===== src/rtl/axilite_write_channel.sv =====
// axilite_write_channel: AXI4-Lite slave write path (AW/W in, B out) applying byte strobes to a flat register vector (regs, reg_written out)
module axilite_write_channel #(
  parameter int DATA_SIZE   = 32*4,
  parameter int ADDR_SIZE   = 32,
  parameter int DATA_WIDTH  = 32,
  parameter int RESP_OKAY   = 0,
  parameter int RESP_EXOKAY = 1,
  parameter int RESP_SLVERR = 2,
  parameter int RESP_DECERR = 3
) (
  input  logic                             clk,
  input  logic                             rst,
  input  logic [ADDR_SIZE-1:0]             awaddr,
  input  logic                             awvalid,
  output logic                             awready,
  input  logic [DATA_WIDTH-1:0]            wdata,
  input  logic [DATA_WIDTH/8-1:0]          wstrb,
  input  logic                             wvalid,
  output logic                             wready,
  output logic [1:0]                       bresp,
  output logic                             bvalid,
  input  logic                             bready,
  output logic [DATA_SIZE-1:0]             regs,
  output logic [DATA_SIZE/DATA_WIDTH-1:0]  reg_written
);
  localparam int NUM_REGS = DATA_SIZE / DATA_WIDTH;
  localparam int LANES = DATA_WIDTH / 8;
  localparam int SHIFT = $clog2(LANES);
  localparam logic [7:0] RESP_MAP = {2'(RESP_DECERR), 2'(RESP_SLVERR), 2'(RESP_EXOKAY), 2'(RESP_OKAY)};
  typedef enum logic [1:0] {COLLECT, COMMIT, RESP} state_t;
  state_t state, state_next;
  logic aw_held, w_held, aw_hs, w_hs, in_range;
  logic [ADDR_SIZE-1:0] addr_q, idx;
  logic [DATA_WIDTH-1:0] data_q;
  logic [LANES-1:0] strb_q;
  logic [NUM_REGS-1:0] hit;
  logic [DATA_SIZE-1:0] regs_next;
  assign aw_hs = awready && awvalid;
  assign w_hs = wready && wvalid;
  assign idx = addr_q >> SHIFT;
  assign in_range = idx < ADDR_SIZE'(NUM_REGS);
  always_comb begin
    state_next = state == COMMIT ? RESP :
                 state == RESP ? (bready ? COLLECT : RESP) :
                 ((aw_held || aw_hs) && (w_held || w_hs)) ? COMMIT : COLLECT;
  end
  always_comb begin
    hit = '0;
    regs_next = regs;
    for (int r = 0; r < NUM_REGS; r++) begin
      hit[r] = in_range && idx == ADDR_SIZE'(r);
      for (int b = 0; b < LANES; b++)
        regs_next[r*DATA_WIDTH+b*8 +: 8] = (hit[r] && strb_q[b]) ? data_q[b*8 +: 8] : regs[r*DATA_WIDTH+b*8 +: 8];
    end
  end
  always_ff @(posedge clk or negedge rst) begin
    if (!rst) state <= COLLECT;
    else state <= state_next;
  end
  always_ff @(posedge clk or negedge rst) begin
    if (!rst) begin
      awready <= 1'b0;
      wready <= 1'b0;
      bvalid <= 1'b0;
      bresp <= RESP_MAP[1:0];
      regs <= '0;
      reg_written <= '0;
      aw_held <= 1'b0;
      w_held <= 1'b0;
      addr_q <= '0;
      data_q <= '0;
      strb_q <= '0;
    end else begin
      reg_written <= '0;
      case (state)
        COLLECT: begin
          if (aw_hs) begin
            addr_q <= awaddr;
            aw_held <= 1'b1;
          end
          if (w_hs) begin
            data_q <= wdata;
            strb_q <= wstrb;
            w_held <= 1'b1;
          end
          awready <= !(aw_held || aw_hs);
          wready <= !(w_held || w_hs);
        end
        COMMIT: begin
          regs <= regs_next;
          reg_written <= hit;
          bresp <= in_range ? RESP_MAP[1:0] : RESP_MAP[5:4];
          bvalid <= 1'b1;
        end
        RESP: begin
          if (bready) begin
            bvalid <= 1'b0;
            aw_held <= 1'b0;
            w_held <= 1'b0;
            awready <= 1'b1;
            wready <= 1'b1;
          end
        end
        default: ;
      endcase
    end
  end
endmodule


===== config.mk =====
export PLATFORM = sky130hd
export DESIGN_NAME = axilite_write_channel
export DESIGN_NICKNAME = d
export VERILOG_FILES = /design/src/rtl/axilite_write_channel.sv
export SDC_FILE = /design/constraint.sdc
export NUM_CORES = 1
export LEC_CHECK = 0
export ABC_AREA = 1
export ABC_CLOCK_PERIOD_IN_PS = 2370
export CAP_MARGIN = 20
export CORE_ASPECT_RATIO = 1.1
export CORE_UTILIZATION = 50
export DETAILED_ROUTE_END_ITERATION = 10
export PLACE_DENSITY = 0.81
export SETUP_SLACK_MARGIN = 0.5
export SYNTH_ARGS = -nofsm -noshare
export SYNTH_HDL_FRONTEND = slang
export SYNTH_SLANG_ARGS = --single-unit

===== constraint.sdc =====
create_clock -name clk -period 2.37 [get_ports clk]
set_clock_uncertainty 0.15 [all_clocks]
set_input_delay 0.474 -clock clk [delete_from_list [all_inputs] [get_ports clk]]
set_output_delay 0.474 -clock clk [all_outputs]
set_load 0.1 [all_outputs]

== After elaboration in Yosys (flattened, before gate mapping) ==
Index checks and enable logic that the tools add are counted.

* Output and inout port bits: 137
* Bits of input ports: 73
* Register bits: 209

* Magnitude comparators: 1
* Equal/unequal tests: 8
* Reductions and logical operators: 53
* Muxes and demuxes: 15

{| class="wikitable"
|+ Operators by type and width
! cell !! count
|-
| == test 30 x 2 -> 1 bit, second input constant || 2
|-
| AND reduction 2 bit || 20
|-
| logical NOT 32 bit || 1
|-
| == test 30 x 1 -> 1 bit, second input constant || 1
|-
| < comparator 30 x 3 -> 1 bit, second input constant || 1
|-
| logical AND 1 bit || 23
|-
| one-hot mux 1 bit (2 select lines) || 5
|-
| two-way mux 2 bit || 4
|-
| inequality test 2 bit, second input constant || 3
|-
| AND reduction 3 bit || 2
|-
| two-way mux 1 bit || 5
|-
| two-way mux 4 bit || 1
|-
| nonzero test 2 bit || 2
|-
| == test 2 x 1 -> 1 bit, second input constant || 1
|-
| == test 2 bit, second input constant || 1
|-
| logical NOT 1 bit || 2
|-
| logical NOT 2 bit || 1
|-
| logical OR 1 bit || 2
|}

== Longest topological paths before layout ==
* Depth in word-level cells: 6
* Depth in mapped cells: 10
* Depth with buffers taken out: 8

== Worst setup path after synthesis ==
Ideal clock, no wire load.

* Path type: register to register
* Start: register awready
* End: register addr_q[10]
* Slack: 0.334 ns
* Required time: 2.095 ns
* Library setup time: 0.125 ns
* Data arrival time: 1.762 ns
* Period minus slack after synthesis: 2.036 ns
* Cell stages (with the launch flop): 4
* Path through: dfrtp_1 -> nand3_1 -> buf_2 -> mux2_2

* Word-level cells in the longest chain between the ends: 2

{| class="wikitable"
|+ RTL lines
! what !! RTL line !! source
|-
| start, declared || 15 || <nowiki>output logic awready,</nowiki>
|-
| start signal, assigned || 86 || <nowiki>awready <= !(aw_held || aw_hs);</nowiki>
|-
| logical AND 1 bit || 38 || <nowiki>assign aw_hs = awready && awvalid;</nowiki>
|-
| AND reduction 2 bit (no source line) || -- ||
|-
| end signal, assigned || 78 || <nowiki>addr_q <= awaddr;</nowiki>
|-
| end, declared || 33 || <nowiki>logic [ADDR_SIZE-1:0] addr_q, idx;</nowiki>
|}

No other way between the ends.
A chain may end at the register's enable or synchronous reset.

== Worst setup path in the final report ==
* Start: register addr_q[8]
* End: register regs[115]

* Word-level cells in the longest chain between the ends: 4

{| class="wikitable"
|+ RTL lines
! what !! RTL line !! source
|-
| < comparator 30 x 3 -> 1 bit / == test 30 x 2 -> 1 bit (equally long branches) || 41, 51 ||
|-
| logical AND 1 bit (*) || 51 || <nowiki>hit[r] = in_range && idx == ADDR_SIZE'(r);</nowiki>
|-
| logical AND 1 bit (*) || 53 || <nowiki>regs_next[r*DATA_WIDTH+b*8 +: 8] = (hit[r] && strb_q[b]) ? data_q[b*8 +: 8] : regs[r*DATA_WIDTH+b*8 +: 8];</nowiki>
|-
| AND reduction 2 bit (no source line) (*) || -- ||
|-
| end signal, assigned || 90 || <nowiki>regs <= regs_next;</nowiki>
|-
| end, declared || 23 || <nowiki>output logic [DATA_SIZE-1:0] regs,</nowiki>
|}

Every way passes the cells marked *; elsewhere a longest branch is shown, timed or not.

==> key figures <==
Status
  • Run status: completed

Detailed routing
  • Post-route DRC violation count: 0
  • Mean number of vias per cell: 5.570
  • Via count: 7018
  • Post-route antenna net violation count: 0
  • First drt pass iteration count: 5
  • Average wire per cell in the routed design: 18.31 um
  • Iteration-0 DRC count of the detailed router: 469
  • Post-Route WL: 23070 um

Die
  • Standard cell core area: 0.01655 mm^2
  • Number of I/O pins: 210
  • Die width: 126.9 um
  • Overall die area: 0.01769 mm^2
  • Die height: 139.4 um
  • Effective utilization at floorplan: 0.5184
  • Number of standard-cell rows in the floorplan: 49

Place
  • Pre-CTS setup slack: 0.2020 ns
  • Placed inst area: 0.01053 mm^2
  • Port Buffers: 206
  • Routability-driven placement congestion ratio: 0.8268
  • Sum of net half-perimeters after detailed placement: 14860 um

Clock network
  • Root cell of the clock tree: clkbuf_16
  • Number of clock buffers inserted by TritonCTS: 22
  • Later-pin clock latency in the skew report: 0.49 ns
  • Maximum clock insertion buffer count: 3
  • Number of clock sinks seen by CTS: 206
  • Clock slew at reported path FFs: 0.06 ns
  • Max H-tree Level: 1
  • Clock tree from TritonCTS: built

Yosys
  • Post-synth top flop: dfrtp_1
  • Cell types with the largest area share after synthesis: dfrtp_1 60%, nand2_1 13%, nand4_1 9.3%, mux2_2 8.4%, nand3_4 1.6%
  • Total of flip-flops plus latches after synthesis: 206
  • Post-synthesis async set-or-reset flop share: 1.000
  • Most common cell in the netlist: nand2_1
  • Sequential cell area fraction in the yosys report: 0.6008
  • Warning count from the yosys run: 0
  • Yosys top cell area share: 0.6008
  • Cell count after synthesis: 830
  • Post-synthesis area per instance: 10.34 um^2
  • Most area-hungry cell type in the Yosys netlist: dfrtp_1
  • Number of enable-type register cells in the synthesized netlist: 0
  • Post-synthesis cell type count: 25
  • Cell area after technology mapping: 0.008581 mm^2
  • Net Count, Synth: 903
  • Most used standard cells in the synthesized netlist: 289 x nand2_1, 206 x dfrtp_1, 128 x nand4_1

STA
  • Transition time of the tightest slew-check pin: 0.8883 ns
  • Final count of negative-setup-slack endpoints: 0
  • Max Freq: 541.1 MHz
  • Slew Limit Headroom: 0.4078
  • Final critical-path required period: 1.848 ns
  • Minimum setup slack in the final design: 0.5219 ns
  • Max Slew Vio Count: 0
  • Setup repair after global routing missed its margin: true
  • Final worst path period share: 0.7798
  • TNS Setup: 0 ns
  • Worst hold margin: 0.3209 ns
  • Final hold violation count: 0

Critical path
  • Number of buffers and inverters on the critical path: 2
  • Kind of critical path: flop to flop
  • CP Cell Sequence: nor2_2, nand2_1, nor2_2, nand2_2, nor2_8, buf_4, buf_4, nand3_4, nand2_2, nand2_1
  • Slowest cell on the critical path: dfrtp_1
  • Worst setup slack for register-to-register paths: 0.52 ns
  • Worst reg2reg path depth: 10
  • Worst path max stage delay: 0.39 ns
  • Type of element launching the critical path: flop
  • Worst Path Required: 2.60 ns
  • Arrival time of the worst setup path: 2.07 ns
  • R2r endpoint: regs[115]$_DFFE_PN0P_
  • Largest fanout on the critical path: 8
  • Type of element capturing the critical path: flop
  • RR Startpoint: addr_q[8]$_DFFE_PN0P_
  • Top delay family on crit path: simple AND/OR/NAND/NOR gates

Cells and area
  • Fraction of layout cells with a size suffix above 1: 0.3343
  • Fill cell count: 1216
  • Number of inserted diodes: 0
  • Number of nets in the layout: 1117
  • Area overhead of the layout relative to synthesis: 36.05%
  • Final Instance Area: 0.01167 mm^2
  • Utilization of the core after routing: 0.7052

Global routing
  • Number of antenna violations at the first check in global routing: 0
  • GRT Resource Usage Total: 0.2561
  • Pin count of the biggest net entering global routing: 66
  • Via count of the first global-routing pass: 6888
  • Total congestion overflow: 0
  • First-pass GRT wire length: 35740 um

Job
  • Max capacitance violation total: 0

Power and ir drop
  • Proportion of power drawn by the clock network: 0.297
  • Internal Dissipation: 0.007131 W
  • Sequential Power Share: 0.464
  • Worst IR drop on VDD: 0.6076 mV
  • Combinational share of power: 0.238
  • Switching power as a share of total power: 0.3443
  • Leakage power summed over all cells: 5.876 nW
  • Power per cell area: 931.7 mW/mm^2
  • Power spent charging and discharging nets: 0.003745 W

Hold path
  • Hold-critical path depth: 2
  • Hold WC Path Type: flop to flop
  • Hold path startpoint: regs[79]$_DFFE_PN0P_
  • Hold Path End: regs[79]$_DFFE_PN0P_
-- state kept, by name, summed over array words and instances, names as in the netlist, 2 cells and up --
signal	cells
data_q	32
strb_q	4
regs	128
addr_q	30
state	2
reg_written	4
-- metal layers --
layer | wire, um | share of wire | vias up | GRT usage
met5 | 0 | 0 | - | 0
met4 | 873 | 0.038 | 0 | 0.1078
met3 | 1514 | 0.066 | 60 | 0.04960
met2 | 11350 | 0.49 | 268 | 0.4251
met1 | 9331 | 0.40 | 3429 | 0.3292
li1 | - | - | 3261 | -
-- stage by stage --
stage	std cells	power (W)
after detailed placement	1205	0.007484
after global placement	1205	0.007394
after CTS	1248	0.01076
final	1260	0.01088
after global routing	1260	0.01138
after floorplan	830	0.006680
-- logic make-up after synthesis --
group,after synthesis,share of synthesized area
multiplexers,64,0.08399
other,1,0.0004370
AO/OA/AOI/OAI,9,0.005249
buffers and inverters,63,0.03339
AND/OR/NAND/NOR,487,0.2762
flip-flops,206,0.6008
-- layout by cell type (no fill, tap or decap), types with 7 or more instances in the layout --
master	Yosys	layout
clkdlybuf4s50_1	0	69
nor2_2	6	11
mux2_2	64	64
nand2_2	3	38
nor2_1	33	23
nand3_4	8	14
nand2_1	289	252
nor2_4	2	7
buf_4	5	154
dfrtp_1	206	203
inv_1	7	7
nand4_1	128	128
buf_12	0	13
clkbuf_16	0	24
-- worst reg2reg max path: stages, from the launching register on --
cell     delay, ns
dfrtp_1       0.39
nor2_2        0.14
nand2_1       0.08
nor2_2        0.11
nand2_2       0.10
nor2_8        0.18
buf_4         0.14
buf_4         0.12
nand3_4       0.14
nand2_2       0.13
nand2_1       0.06
-- power by group through the flow --
stage               combinational [W]  sequential [W]  clock, W
floorplan                     0.00180         0.00488         0
global placement              0.00239         0.00501         0
detailed placement            0.00244         0.00504         0
CTS                           0.00247         0.00499   0.00330
global route                  0.00280         0.00515   0.00343
finish                        0.00259         0.00505   0.00323
-- repair_timing --
| item | CTS | global route |
|---|---|---|
| pin swaps | 1 | 5 |
| gates resized for setup | 14 | 62 |
| hold endpoints to repair | 46 | 0 |
| buffers inserted | 6 | 11 |
| cloned | 0 | 1 |
| hold buffers | 1 | 0 |
| endpoints found under the setup margin | 128 | 128 |
-- how the worst max path moves through the flow --
stage,startpoint,to,slack (ns),cells after the start
after floorplan,wready$_DFFE_PN0P_,data_q[10]$_DFFE_PN0P_,0.60,5
final,addr_q[8]$_DFFE_PN0P_,regs[115]$_DFFE_PN0P_,0.52,10
after detailed placement,addr_q[17]$_DFFE_PN0P_,regs[46]$_DFFE_PN0P_,0.20,8
after CTS,addr_q[17]$_DFFE_PN0P_,regs[115]$_DFFE_PN0P_,0.51,10
after global placement,addr_q[13]$_DFFE_PN0P_,regs[40]$_DFFE_PN0P_,0.24,8
after global routing,addr_q[13]$_DFFE_PN0P_,regs[115]$_DFFE_PN0P_,0.41,10
-- cell type report --
class                           instances  area [um^2]  share of cell area
Sequential cell                       206         5159              0.4419
Inverter                               12        47.55            0.004073
Clock inverter                          7        63.81            0.005466
Tap cell                              204        255.2             0.02186
Multi-Input combinational cell        561         3362              0.2880
Clock buffer                           29        608.1             0.05209
Timing Repair Buffer                  241         2178              0.1866
(Power assumes the default switching activity.)
